<file path="src/rtl/scanout_pkg.sv">
// Shared types and defaults for the frame scanout read stage.
package scanout_pkg;

  typedef enum logic [1:0] {
    IDLE = 2'd0,
    SCAN = 2'd1,
    DONE = 2'd2
  } state_t;

  localparam int         ADDR_W_DFLT  = 19;
  localparam int         MEM_LAT_DFLT = 2;
  localparam logic [7:0] BORDER_LEVEL = 8'h80;

endpackage

</file>
<file path="src/rtl/scanout_delay.sv">
// Sideband delay line: carries per-pixel flags alongside the memory read so
// they line up with the returned data. The keep mask is ANDed into every
// stage on each shift, which lets the parent selectively drop flags.
module scanout_delay #(
  parameter int DATA_W = 3,
  parameter int STAGES = 3
) (
  input  logic              clk,
  input  logic              reset,
  input  logic [DATA_W-1:0] din,
  input  logic [DATA_W-1:0] keep,
  output logic [DATA_W-1:0] dout
);

  logic [DATA_W-1:0] pipe [STAGES];

  // Shift flags one stage per clock; reset drops everything in flight.
  always_ff @(posedge clk) begin
    if (reset) begin
      for (int i = 0; i < STAGES; i++) pipe[i] <= '0;
    end else begin
      pipe[0] <= din & keep;
      for (int i = 1; i < STAGES; i++) pipe[i] <= pipe[i-1] & keep;
    end
  end

  assign dout = pipe[STAGES-1];

endmodule

</file>
<file path="src/rtl/frame_scanout.sv">
// Display-side read stage: turns timing-generator coordinates into image
// memory reads and realigns the returned samples as grayscale pixels.
// Row addresses are accumulated, so no multiplier is needed.
// Optional build macro SCANOUT_BORDER_EN: active pixels outside the image
// window show BORDER_LEVEL instead of black.
module frame_scanout
  import scanout_pkg::*;
#(
  parameter int ADDR_W  = ADDR_W_DFLT,
  parameter int MEM_LAT = MEM_LAT_DFLT
) (
  input  logic              clk,
  input  logic              reset,
  input  logic [9:0]        x,
  input  logic [9:0]        y,
  input  logic              active,
  input  logic              frame_start,
  input  logic [15:0]       dimensiones,
  input  logic [ADDR_W-1:0] base_adr,
  output logic [ADDR_W-1:0] mem_adr,
  output logic              mem_rd,
  input  logic [7:0]        mem_data,
  output logic [7:0]        r,
  output logic [7:0]        g,
  output logic [7:0]        b,
  output logic              pixel_valid,
  output logic              frame_done
);

`ifdef SCANOUT_BORDER_EN
  localparam logic [7:0] FILL = BORDER_LEVEL;
`else
  localparam logic [7:0] FILL = 8'h00;
`endif

  state_t            state, state_next;
  logic [7:0]        w_lat, h_lat, w_next, h_next;
  logic [ADDR_W-1:0] row_base, row_base_next;
  logic [ADDR_W-1:0] adr_p0;
  logic              hit_p0, row_end_p0, last_p0, empty_p0, abort_p0;
  logic [2:0]        sb_p0, sb_keep, sb_tail;
  logic              hit_tail, act_tail, last_tail;

  // Window hit detection, row accumulation and frame sequencing.
  always_comb begin
    state_next    = state;
    w_next        = w_lat;
    h_next        = h_lat;
    row_base_next = row_base;
    hit_p0     = (state == SCAN) && active && !frame_start &&
                 (x < {2'b00, w_lat}) && (y < {2'b00, h_lat});
    row_end_p0 = hit_p0 && (x == ({2'b00, w_lat} - 10'd1));
    last_p0    = row_end_p0 && (y == ({2'b00, h_lat} - 10'd1));
    empty_p0   = frame_start &&
                 ((dimensiones[15:8] == 8'd0) || (dimensiones[7:0] == 8'd0));
    abort_p0   = frame_start && (state == SCAN);
    adr_p0     = row_base + {{(ADDR_W-10){1'b0}}, x};
    if (frame_start) begin
      w_next        = dimensiones[15:8];
      h_next        = dimensiones[7:0];
      row_base_next = base_adr;
      state_next    = empty_p0 ? DONE : SCAN;
    end else if (row_end_p0) begin
      row_base_next = row_base + {{(ADDR_W-8){1'b0}}, w_lat};
      if (last_p0) state_next = DONE;
    end
  end

  // Frame control registers.
  always_ff @(posedge clk) begin
    if (reset) begin
      state    <= IDLE;
      w_lat    <= 8'd0;
      h_lat    <= 8'd0;
      row_base <= '0;
    end else begin
      state    <= state_next;
      w_lat    <= w_next;
      h_lat    <= h_next;
      row_base <= row_base_next;
    end
  end

  // ---- stage p1: registered memory request ----
  // The address only moves on a hit so the bus stays quiet between reads.
  always_ff @(posedge clk) begin
    if (reset) begin
      mem_rd  <= 1'b0;
      mem_adr <= '0;
    end else begin
      mem_rd <= hit_p0;
      if (hit_p0) mem_adr <= adr_p0;
    end
  end

  // Restarting mid-frame keeps draining old pixels but drops their last tag.
  assign sb_p0   = {hit_p0, active, last_p0};
  assign sb_keep = {2'b11, ~abort_p0};

  scanout_delay #(
    .DATA_W (3),
    .STAGES (MEM_LAT + 1)
  ) u_delay (
    .clk   (clk),
    .reset (reset),
    .din   (sb_p0),
    .keep  (sb_keep),
    .dout  (sb_tail)
  );

  assign hit_tail  = sb_tail[2];
  assign act_tail  = sb_tail[1];
  assign last_tail = sb_tail[0] & ~abort_p0;

  // ---- stage p(MEM_LAT+2): registered pixel output ----
  // An empty frame reports completion right after its frame_start.
  always_ff @(posedge clk) begin
    if (reset) begin
      r           <= 8'h00;
      pixel_valid <= 1'b0;
      frame_done  <= 1'b0;
    end else begin
      pixel_valid <= hit_tail;
      r           <= hit_tail ? mem_data : (act_tail ? FILL : 8'h00);
      frame_done  <= (hit_tail && last_tail) || empty_p0;
    end
  end

  assign g = r;
  assign b = r;

endmodule
</file>
<file path="config.mk">
export PLATFORM = sky130hd
export DESIGN_NAME = frame_scanout
export DESIGN_NICKNAME = d
export VERILOG_FILES = /design/src/rtl/scanout_pkg.sv /design/src/rtl/scanout_delay.sv /design/src/rtl/frame_scanout.sv
export SDC_FILE = /design/constraint.sdc
export NUM_CORES = 1
export LEC_CHECK = 0
export CORE_MARGIN = 2
export CORE_UTILIZATION = 25
export DETAILED_ROUTE_END_ITERATION = 8
export GPL_TIMING_DRIVEN = 1
export PLACE_DENSITY = 0.49
export SYNTH_ARGS = -nofsm -noshare
export SYNTH_HDL_FRONTEND = slang
export SYNTH_SLANG_ARGS = --single-unit
export TNS_END_PERCENT = 100
</file>
<file path="constraint.sdc">
create_clock -name clk -period 3.8 [get_ports clk]
set_input_delay 0.76 -clock clk [delete_from_list [all_inputs] [get_ports clk]]
set_output_delay 0.76 -clock clk [all_outputs]
set_load 0.005 [all_outputs]
</file>
==> impl_metrics.json <==
{
  "area_growth_pct": 35.5,
  "dr_total_vias": 4166,
  "cts_made_buffers": 9,
  "cpLargestDelayFamily": "compound AO/OA/AOI/OAI gates",
  "tritoncts": "done",
  "finalSetupViolations": 0,
  "cts.repair.resized": 0,
  "synth_flop_cell": "dfxtp_1",
  "vias_per_cell": 4.76,
  "grt_pass1_wl_um": 21500,
  "setup_tns_ns": 0,
  "fin_skew_ns": 0.00894,
  "dieArea_sq_mm": 0.0196,
  "clkSinkCount": 72,
  "num-nets-final": 747,
  "clk_pin_slew_ns": 0.06,
  "startpoint_type": "input port",
  "die_w_um": 140,
  "end_kind": "flop",
  "crit_path_max_fanout": 6,
  "wl_per_cell_um": 15.3,
  "worstMarginPinSlew_ns": 1.03,
  "port_buffers": 112,
  "htreeDepth": 3,
  "synth_edf_count": 0,
  "antenna_found_initial": 0,
  "dp_hpwl_um": 10500,
  "postRouteAntennaNets": 0,
  "synth_cell_type_count": 62,
  "hold_viol": 0,
  "avgSynthCellArea_sq_um": 8.58,
  "synth-async-reset-ratio_pct": 0,
  "ctsHoldBuffers": 0,
  "clockRootBuffer": "clkbuf_16",
  "postRouteWirelength_um": 13400,
  "cpMaxStageDelayCell": "clkdlybuf4s50_1",
  "mostFrequentLayoutCells": "clkdlybuf4s50_1 (110), dfxtp_1 (72), nor2_1 (58)",
  "vdd_drop_max_v": 0.000213,
  "drc_errors": 12,
  "rsz0062_at_grt": "false",
  "rows": 49,
  "post-route-period-util_pct": 87.6,
  "syn_inst": 539,
  "core_area_sq_mm": 0.0181,
  "place_congestion": 0.827,
  "power_leakage_nw": 2.37,
  "worst_skew_pair.late_latency_ns": 0.35,
  "power_mw": 2.15,
  "die_height_um": 140,
  "power_density_mw_per_mm2": 343,
  "arrival_ns": 3.59,
  "start_util_pct": 25.6,
  "slew_headroom_pct": 30.8,
  "first_pass_iters": 6,
  "cts_setup_buffers": 0,
  "grt_pass1_vias": 4144,
  "path_buf_inv": 1,
  "violations": "design-rule violations",
  "hold_ws_ns": 0.436,
  "max_clock_freq_ghz": 0.300,
  "outcome": "finished, violations left",
  "drive_gt1_share_pct": 7.11,
  "netlist_area_sq_mm": 0.00463,
  "grt_usage_pct": 13.9,
  "hold_class": "flop to flop",
  "r2r_slack_ns": 0.57,
  "synthesis.nets": 644,
  "final.min_clock_period_ns": 3.33,
  "grt_max_degree": 37,
  "max_stage_delay_ns": 0.58,
  "cts_max_path_buffers": 2,
  "crit_chain": "clkdlybuf4s50_1 -> ha_1 -> nor2b_1 -> o2111ai_1 -> a31oi_1 -> a311oi_1 -> nor2_1 -> and3_1 -> xnor2_1 -> a211oi_1",
  "overflow": 0,
  "slew_violations": 0,
  "worstPathRequired_ns": 4.06,
  "setup.worst_path.class": "input port to flop",
  "ys_ff_latch": 72,
  "diodes": 0,
  "drv_cap": 0,
  "yosysSeqAreaShare_pct": 31.2,
  "io_pins": 113,
  "yosysWarnings": 0,
  "layout_commonest_cell": "clkdlybuf4s50_1",
  "drt_iter0_drc": 196
}
## final timing paths
check | to | cells past startpoint | from
worst max register to register | row_base[18]$_SDFFE_PP0P_ | 10 | w_lat[2]$_SDFFE_PP0P_
worst max-delay path | mem_adr[18]$_SDFFE_PP0P_ | 10 | x[2]
worst min register to register | u_delay.pipe[0][6]$_SDFF_PP0_ | 1 | u_delay.pipe[0][3]$_SDFF_PP0_
worst min-delay path | u_delay.pipe[0][6]$_SDFF_PP0_ | 1 | u_delay.pipe[0][3]$_SDFF_PP0_
## through the flow
stage	util (%)	std cells	setup slack [ns]	instance area, sq um
after floorplan	-	539	0.637	4630
after global placement	32.9	860	0.256	5940
after detailed placement	32.9	860	0.211	5940
after CTS	34.7	876	0.533	6270
after global routing	34.7	876	0.286	6270
final	34.7	876	0.472	6270
## Yosys cell counts (16+ instances only)
library cell  number  area, sq um
nand2_1           38          143
clkbuf_1          17         63.8
buf_4             16          120
nand3_1           16         80.1
nor2_1            58          218
a21oi_1           29          145
inv_1             26         97.6
ha_1              36          450
dfxtp_1           72         1440
xnor2_1           32          280
mux2i_1           27          270
o21ai_0           18         90.1
## state kept, by name (all words and copies together) (netlist names)
signal and count:
h_lat 8, state 2, mem_adr 19, frame_done 1, pixel_valid 1, b 8, row_base 19, w_lat 8
u_delay.pipe 6
## cell families after synthesis
family	share of synthesized area, %
simple gates	21.5
compound gates	15.5
flops	31.2
buf+inv	6.49
xor+xnor	8.71
fa+ha+maj	10.6
mux	6.08
## report_power, final
| group | total (mW) | switching, mW | internal [mW] | leakage, nW |
|---|---|---|---|---|
| Sequential | 0.815 | 0.0360 | 0.779 | 0.588 |
| Clock | 0.941 | 0.360 | 0.582 | 0.153 |
| Combinational | 0.394 | 0.195 | 0.199 | 1.63 |
| Total | 2.15 | 0.591 | 1.56 | 2.37 |
## final cells by class
type / count / area [sq um]
clock buffers: 9 / 225
inverters: 28 / 105
fillers: 1818 / 11800
flip-flops and latches: 72 / 1440
multi-input cells: 405 / 2890
clock inverters: 7 / 101
repair buffers: 126 / 1220
well taps: 229 / 287
## metal layers
metal,share of wire [%],track usage [%],vias up,wire length [um]
met2,45,22.6,127,6060
li1,-,-,2119,-
met4,1.8,4.57,0,243
met1,47,18.0,1905,6270
met3,6.1,3.79,15,823
met5,0,0,-,0
No activity file was read; power rests on OpenSTA's default activity.
